<file path="config.mk">
export PLATFORM = sky130hd
export DESIGN_NAME = crc_row_engine
export DESIGN_NICKNAME = d
export VERILOG_FILES = /design/src/rtl/crc_row_engine.sv
export SDC_FILE = /design/constraint.sdc
export NUM_CORES = 1
export LEC_CHECK = 0
export ABC_AREA = 1
export CAP_MARGIN = 20
export CORE_MARGIN = 1
export CORE_UTILIZATION = 54
export DETAILED_ROUTE_END_ITERATION = 16
export GPL_TIMING_DRIVEN = 1
export PLACE_DENSITY = 0.85
export SLEW_MARGIN = 20
export SYNTH_ARGS = -nofsm -noshare
export SYNTH_HDL_FRONTEND = slang
export SYNTH_SLANG_ARGS = --single-unit
</file>
<file path="constraint.sdc">
create_clock -name HCLK -period 4.65 [get_ports HCLK]
set_clock_uncertainty 0.05 [all_clocks]
set_input_delay 0.465 -clock HCLK [delete_from_list [all_inputs] [get_ports HCLK]]
set_output_delay 0.465 -clock HCLK [all_outputs]
set_load 0.005 [all_outputs]
</file>
<file path="src/rtl/crc_row_engine.sv">
// Bit-serial CRC-16 engine: accepts up to eight 16-bit words after START and
// keeps one CRC result per word in SUM1..SUM8 until the next START or reset.
module crc_row_engine #(
    parameter int                    DATA_WIDTH = 16,
    parameter logic [DATA_WIDTH-1:0] POLY       = 16'h1021,
    parameter logic [DATA_WIDTH-1:0] INIT       = 16'h0000
) (
    input  logic                  HCLK,
    input  logic                  RESET,
    input  logic                  START,
    input  logic [1:0]            DLEN,
    input  logic [DATA_WIDTH-1:0] DATA_IN,
    input  logic                  DATA_VALID,
    output logic                  DATA_READY,
    output logic [DATA_WIDTH-1:0] SUM1,
    output logic [DATA_WIDTH-1:0] SUM2,
    output logic [DATA_WIDTH-1:0] SUM3,
    output logic [DATA_WIDTH-1:0] SUM4,
    output logic [DATA_WIDTH-1:0] SUM5,
    output logic [DATA_WIDTH-1:0] SUM6,
    output logic [DATA_WIDTH-1:0] SUM7,
    output logic [DATA_WIDTH-1:0] SUM8,
    output logic                  SUM_READY,
    output logic                  BUSY,
    output logic [3:0]            WORD_CNT
);

    localparam logic [1:0] IDLE      = 2'd0;
    localparam logic [1:0] WAIT_WORD = 2'd1;
    localparam logic [1:0] SHIFT     = 2'd2;
    localparam logic [1:0] DONE      = 2'd3;

    logic [1:0]            state;
    logic [DATA_WIDTH-1:0] crc_reg;
    logic [DATA_WIDTH-1:0] dat_reg;
    logic [3:0]            bit_cnt;
    logic [3:0]            len_q;
    logic [3:0]            word_cnt;
    logic                  sum_ready;
    logic [DATA_WIDTH-1:0] sum_q [8];

    logic                  fb;
    logic [DATA_WIDTH-1:0] crc_next;
    logic [3:0]            word_cnt_next;
    logic [3:0]            dlen_words;

    // One MSB-first step of the CRC; no reflection, no final XOR.
    always_comb begin
        fb            = crc_reg[DATA_WIDTH-1] ^ dat_reg[DATA_WIDTH-1];
        crc_next      = {crc_reg[DATA_WIDTH-2:0], 1'b0} ^ (fb ? POLY : '0);
        word_cnt_next = word_cnt + 4'd1;
        case (DLEN)
            2'b01:   dlen_words = 4'd4;
            2'b10:   dlen_words = 4'd8;
            default: dlen_words = 4'd1;
        endcase
    end

    // START has priority, so a word offered alongside it is never accepted.
    assign DATA_READY = (state == WAIT_WORD) && !START;
    assign BUSY       = (state == WAIT_WORD) || (state == SHIFT);
    assign SUM_READY  = sum_ready;
    assign WORD_CNT   = word_cnt;

    assign SUM1 = sum_q[0];
    assign SUM2 = sum_q[1];
    assign SUM3 = sum_q[2];
    assign SUM4 = sum_q[3];
    assign SUM5 = sum_q[4];
    assign SUM6 = sum_q[5];
    assign SUM7 = sum_q[6];
    assign SUM8 = sum_q[7];

    always_ff @(posedge HCLK or negedge RESET) begin
        if (!RESET) begin
            state     <= IDLE;
            crc_reg   <= '0;
            dat_reg   <= '0;
            bit_cnt   <= '0;
            len_q     <= '0;
            word_cnt  <= '0;
            sum_ready <= 1'b0;
            for (int i = 0; i < 8; i++) sum_q[i] <= '0;
        end else if (START) begin
            state     <= WAIT_WORD;
            bit_cnt   <= '0;
            len_q     <= dlen_words;
            word_cnt  <= '0;
            sum_ready <= 1'b0;
            for (int i = 0; i < 8; i++) sum_q[i] <= '0;
        end else begin
            case (state)
                WAIT_WORD: begin
                    if (DATA_VALID) begin
                        dat_reg <= DATA_IN;
                        crc_reg <= INIT;
                        bit_cnt <= '0;
                        state   <= SHIFT;
                    end
                end
                SHIFT: begin
                    crc_reg <= crc_next;
                    dat_reg <= {dat_reg[DATA_WIDTH-2:0], 1'b0};
                    bit_cnt <= bit_cnt + 4'd1;
                    // Sixteenth step: the word is finished, file its CRC.
                    if (bit_cnt == 4'd15) begin
                        sum_q[word_cnt[2:0]] <= crc_next;
                        word_cnt             <= word_cnt_next;
                        if (word_cnt_next == len_q) begin
                            state     <= DONE;
                            sum_ready <= 1'b1;
                        end else begin
                            state <= WAIT_WORD;
                        end
                    end
                end
                default: begin
                end
            endcase
        end
    end

endmodule
</file>
==> flow_metrics.tcl, run 1 <==
set metrics [dict create \
    p_int_uw 2690 \
    power.leakage_uw 0.00410 \
    grt_max_degree 117 \
    cts_resized 0 \
    slew_headroom 0.371 \
    syn-instance-count 746 \
    rows 41 \
    antenna_found_initial 0 \
    syn_area_per_cell_sq_um 9.58 \
    initial_core_util 0.560 \
    p_sw_frac 0.294 \
    drtPass1Iterations 5 \
    cts_root_buf "clkbuf_16" \
    placed_area_sq_um 8770 \
    endpoint_kind "register" \
    io_buffers 156 \
    wirelength_um 19500 \
    vias 6209 \
    required_ns 4.87 \
    drtIter0Drc 775 \
    fin_nets 906 \
    gp_congestion 0.865 \
    irDropWorstVdd_uv 311 \
    seq_area_frac_synth 0.609 \
    path_cells "inv_1 -> ha_1 -> inv_4 -> nor2_4 -> nand2_1 -> nand3_1 -> o21ai_0" \
    cpMaxStageDelayCell "nand2_1" \
    critPathMaxFanout 29 \
    mostFrequentLayoutCell "dfrtp_1" \
    syn_area_sq_um 7150 \
    pin_count 157 \
    power_density_nw_per_um2 407 \
    first_global_vias 5672 \
    maxSlewViolCount 0 \
    drive_gt1_frac 0.0539 \
    path_buf_inv 2 \
    grt_pass1_wl_um 30400 \
    die_h_um 117 \
    crit_arrival_ns 3.28 \
    dp_hpwl_um 12700 \
    min_period_ns 3.05 \
    drc 0 \
    numCtsBuffers 17 \
    grt-ovfl-total 0 \
    n_antenna_cell 0 \
    path_class "reg -> reg" \
    cts.clk_slew.worst_paths_ns 0.06 \
    outcome "completed" \
    yosysUniqueCellTypes 25 \
    core_sq_um 12800 \
    hold_path_class "in -> async" \
    setup_violations 0 \
    cts.sinks 174 \
    die_x_um 117 \
    p_seq_frac 0.450 \
    startpoint_type "register" \
    p_sw_uw 1120 \
    post_drt_via_cell_ratio 5.84 \
    cts_hold_buf 0 \
    avgRoutedWirePerCell_um 18.3 \
    final-hold-violation-count 0 \
    setup_tns_ns 0 \
    cp_top_family "simple AND/OR/NAND/NOR gates" \
    rsz0062_at_grt "no" \
    critPathMaxStageDelay_ns 0.66 \
    final_area_sq_um 9370 \
    cts_max_level 4 \
    synth_nets 774 \
    cts_tree "built" \
    timing.fmax_ghz 0.327 \
    final_antenna_net_count 0 \
    post_cts_buffers 0 \
    die_area_sq_um 13700 \
    power_frac_comb 0.174 \
    cts_buffer_depth 2 \
    syn_to_final_growth_pct 31.1 \
    period_share 0.657 \
    tightest_slew_ns 0.940 \
    insertion_delay_ns 0.43 \
    ys_ff_latch 174 \
    max_cap_viol_count 0 \
    final_cell_mix "174 x dfrtp_1, 161 x nand2_1, 155 x clkdlybuf4s50_1, 106 x nand3_1, 83 x o21ai_0" \
    clkPwrFrac 0.376 \
    yosys_warnings 0 \
    grt.total_usage 0.303 \
]
## logic make-up (layout without fill, tap and decap cells)
logic type,Yosys count,count (layout),share of synthesized area
adders and majority gates,6,6,0.0105
DFF,174,174,0.609
AOI/OAI and AO/OA,167,167,0.138
buffers and inverters,92,237,0.0557
and+or+nand+nor,307,307,0.187
## per-layer routing
metal  vias to the layer above  global-route usage  wire length [um]
li1                       2837                   -                 -
met1                      3002               0.414              8030
met2                       321               0.471              9160
met3                        49              0.0613              1610
met4                         0               0.141               655
met5                         -                   0                 0
## worst paths after layout
| kind | slack [ns] | cells past startpoint | endpoint | startpoint |
|---|---|---|---|---|
| max reg2reg | 1.60 | 7 | SUM2[15]$_DFFE_PN0P_ | state[0]$_DFFE_PN0P_ |
| min | 0.13 | 1 | SUM3[11]$_DFFE_PN0P_ | RESET |
| min reg2reg | 0.44 | 2 | SUM3[15]$_DFFE_PN0P_ | SUM3[15]$_DFFE_PN0P_ |
| min in group HCLK | 0.44 | 2 | SUM3[15]$_DFFE_PN0P_ | SUM3[15]$_DFFE_PN0P_ |
| max in group asynchronous | 3.61 | 2 | len_q[3]$_DFFE_PN0P_ | RESET |
| max | 1.60 | 7 | SUM2[15]$_DFFE_PN0P_ | state[0]$_DFFE_PN0P_ |
## cells in the mapped netlist
cell type,instances,area share
dfrtp_1,174,0.61
nand2_1,161,0.085
nand3_1,106,0.074
o21ai_0,83,0.058
o31ai_1,42,0.044
inv_1,41,0.022
buf_2,30,0.021
nor2_1,30,0.016
o22ai_1,16,0.014
a31oi_1,15,0.013
clkbuf_1,12,0.0063
a21oi_1,10,0.0070
ha_1,6,0.011
nand4_1,6,0.0053
buf_1,4,0.0021
a32o_1,1,0.0014
buf_4,1,0.0011
buf_6,1,0.0016
clkbuf_2,1,0.00070
inv_2,1,0.00052
inv_4,1,0.00088
nand2_4,1,0.0016
nand3_2,1,0.0014
nand3_4,1,0.0025
nor2_4,1,0.0016
## metrics by stage
step | worst slack (ns) | total power (uW) | utilization | hold slack, ns | instances
floorplan | 2.98 | 2130 | - | 0.119 | 746
global placement | 1.47 | 2370 | 0.686 | 0.417 | 1031
detailed placement | 1.36 | 2390 | 0.686 | 0.422 | 1031
CTS | 1.62 | 3810 | 0.733 | 0.192 | 1063
global route | 1.37 | 3980 | 0.733 | 0.212 | 1063
finish | 1.60 | 3810 | 0.733 | 0.130 | 1063
## power groups by stage
| stage | Combinational (uW) | Clock, uW | Sequential [uW] |
|---|---|---|---|
| detailed placement | 651 | 0 | 1740 |
| global route | 747 | 1500 | 1730 |
| floorplan | 423 | 0 | 1710 |
| global placement | 635 | 0 | 1730 |
| finish | 662 | 1430 | 1710 |
| CTS | 660 | 1440 | 1710 |
## layout make-up
type,count,area [sq um]
Sequential cell,174,4350
Fill cell,887,3410
Multi-Input combinational cell,480,2420
Timing Repair Buffer,162,1620
Clock buffer,20,447
Tap cell,172,215
Inverter,43,164
Clock inverter,12,144
Note: power is estimated with default switching activity, not from simulation.
==> run 2, diff against run 1 <==
--- a/config.mk
+++ b/config.mk
@@ -8,10 +8,10 @@
 export ABC_AREA = 1
 export CAP_MARGIN = 20
 export CORE_MARGIN = 1
-export CORE_UTILIZATION = 54
+export CORE_UTILIZATION = 46
 export DETAILED_ROUTE_END_ITERATION = 16
 export GPL_TIMING_DRIVEN = 1
-export PLACE_DENSITY = 0.85
+export PLACE_DENSITY = 0.77
 export SLEW_MARGIN = 20
 export SYNTH_ARGS = -nofsm -noshare
 export SYNTH_HDL_FRONTEND = slang
==> constraint.sdc (replaced) <==
create_clock -name HCLK -period 2.8 [get_ports HCLK]
set_clock_uncertainty 0.05 [all_clocks]
set_input_delay 0.28 -clock HCLK [delete_from_list [all_inputs] [get_ports HCLK]]
set_output_delay 0.28 -clock HCLK [all_outputs]
set_load 0.005 [all_outputs]
==> flow_metrics.tcl, run 2 (same netlist as run 1, synthesis figures left out) <==
set metrics [dict create \
    cts_hold_buf 1 \
    met2_usage 0.398 \
    cts_buffer_depth 2 \
    grt.total_usage 0.252 \
    p_int_uw 4290 \
    power.leakage_uw 0.00413 \
    wirelength_um 19100 \
    period_share 0.858 \
    die_h_um 127 \
    post_cts_buffers 0 \
    cts_max_level 4 \
    irDropWorstVdd_uv 478 \
    p_sw_uw 1900 \
    cts_resized 0 \
    avgRoutedWirePerCell_um 17.6 \
    core_sq_um 15200 \
    fin_nets 915 \
    syn_to_final_growth_pct 31.8 \
    timing.fmax_ghz 0.416 \
    mostFrequentLayoutCell "dfrtp_1" \
    rsz0062_at_grt "no" \
    drtIter0Drc 671 \
    cts_root_buf "clkbuf_16" \
    power_frac_comb 0.185 \
    required_ns 3.02 \
    globalRouteMet1Util 0.336 \
    grt-ovfl-total 0 \
    final-hold-violation-count 0 \
    final_cell_mix "174 x dfrtp_1, 161 x nand2_1, 155 x clkdlybuf4s50_1, 106 x nand3_1, 83 x o21ai_0" \
    cts.sinks 174 \
    drive_gt1_frac 0.0623 \
    grt_busiest_layer "met2" \
    final_cells 1087 \
    numCtsBuffers 17 \
    regToRegEndpoint "SUM2[15]$_DFFE_PN0P_" \
    critPathMaxFanout 29 \
    min_period_ns 2.40 \
    final_antenna_net_count 0 \
    r2r_start "state[0]$_DFFE_PN0P_" \
    max_cap_viol_count 0 \
    antenna_found_initial 0 \
    startpoint_type "register" \
    insertion_delay_ns 0.43 \
    post_drt_via_cell_ratio 5.59 \
    vias 6073 \
    pin_count 157 \
    die_x_um 127 \
    path_buf_inv 2 \
    path_cells "inv_1 -> ha_1 -> inv_4 -> nor2_4 -> nand2_1 -> nand3_1 -> o21ai_0" \
    gr-usage-met3 0.0595 \
    tightest_slew_ns 0.749 \
    n_antenna_cell 0 \
    hold_path_class "in -> async" \
    cts.clk_slew.worst_paths_ns 0.06 \
    endpoint_kind "register" \
    maxSlewViolCount 0 \
    first_global_vias 5623 \
    slew_headroom 0.500 \
    die_area_sq_um 16000 \
    dp_cells 1055 \
    critPathMaxStageDelay_ns 0.61 \
    crit_arrival_ns 2.62 \
    power_density_nw_per_um2 657 \
    cpMaxStageDelayCell "nand2_1" \
    cp_top_family "simple AND/OR/NAND/NOR gates" \
    reg2regPathDepth 7 \
    setup_tns_ns 0 \
    setup_violations 0 \
    p_sw_frac 0.307 \
    rows 45 \
    drc 0 \
    drtPass1Iterations 6 \
    p_seq_frac 0.458 \
    dp_hpwl_um 12900 \
    ff2ff_setup_slack_ns 0.40 \
    path_class "reg -> reg" \
    cts_tree "built" \
    clkPwrFrac 0.357 \
    grt_pass1_wl_um 30400 \
    finalPower_uw 6190 \
    outcome "completed" \
    io_buffers 156 \
    initial_core_util 0.470 \
    grt_max_degree 98 \
    fillCellCount 1268 \
    gp_congestion 0.832 \
]
[run 2: changes by cell type in the layout (fill, tap and decap cells not counted)]
cell	before	now
buf_4	5	12
bufinv_16	3	0
clkinv_2	6	3
inv_6	0	2
inv_8	0	2
a21oi_2	2	3
a21oi_4	1	0
buf_12	1	2
buf_6	0	1
clkbuf_1	2	1
clkbuf_8	2	3
clkinv_4	1	2
clkinvlp_4	2	1
dlygate4sd3_1	0	1
[run 2: power groups by stage]
stage / clock network (uW) / registers, uW / logic [uW]
after floorplan: 0 / 2840 / 703
after global placement: 0 / 2870 / 1120
after CTS: 2230 / 2830 / 1150
after global routing: 2350 / 2860 / 1270
final: 2210 / 2840 / 1150
after detailed placement: 0 / 2880 / 1140
[run 2: worst max-delay path by stage]
stage / from / end / slack, ns / depth (start not counted)
after global placement: state[0]$_DFFE_PN0P_ / SUM2[13]$_DFFE_PN0P_ / 0.55 / 7
after detailed placement: state[0]$_DFFE_PN0P_ / SUM2[15]$_DFFE_PN0P_ / 0.43 / 7
after floorplan: state[0]$_DFFE_PN0P_ / SUM6[12]$_DFFE_PN0P_ / 1.13 / 10
final: state[0]$_DFFE_PN0P_ / SUM2[15]$_DFFE_PN0P_ / 0.40 / 7
after global routing: state[0]$_DFFE_PN0P_ / SUM2[15]$_DFFE_PN0P_ / 0.17 / 7
after CTS: state[0]$_DFFE_PN0P_ / SUM2[15]$_DFFE_PN0P_ / 0.41 / 7
[run 2: routing by layer]
layer | wire [um] | vias to the layer above | part of all wire
met5 | 0 | - | 0
met4 | 538 | 0 | 0.028
met3 | 1380 | 44 | 0.072
met2 | 9080 | 248 | 0.48
met1 | 8110 | 2938 | 0.42
li1 | - | 2843 | -
[run 2: cell type report]
type                    count  area, sq um  area share
clock buffers              21          470      0.0499
multi-input cells         480         2410       0.256
repair buffers            171         1700       0.181
well taps                 188          235      0.0250
inverters                  43          164      0.0174
flip-flops and latches    174         4350       0.462
clock inverters            10         80.1     0.00850
[run 2: metrics by stage]
stage / setup slack (ns) / cell area, sq um / util / hold WS, ns
2_1_floorplan: 1.13 / 7150 / - / -0.0656
3_3_place_gp: 0.547 / 8860 / 0.583 / 0.164
3_5_place_dp: 0.432 / 8860 / 0.583 / 0.165
4_1_cts: 0.406 / 9420 / 0.620 / 0.289
5_1_grt: 0.172 / 9420 / 0.620 / 0.315
6_report: 0.397 / 9420 / 0.620 / 0.281
==> run 3, diff against run 2 <==
--- a/config.mk
+++ b/config.mk
@@ -12,6 +12,7 @@
 export DETAILED_ROUTE_END_ITERATION = 16
 export GPL_TIMING_DRIVEN = 1
 export PLACE_DENSITY = 0.77
+export SKIP_LAST_GASP = 1
 export SLEW_MARGIN = 20
 export SYNTH_ARGS = -nofsm -noshare
 export SYNTH_HDL_FRONTEND = slang
==> results of run 3 <==
The final DEF is identical to that of run 2; final timing and power are the same.
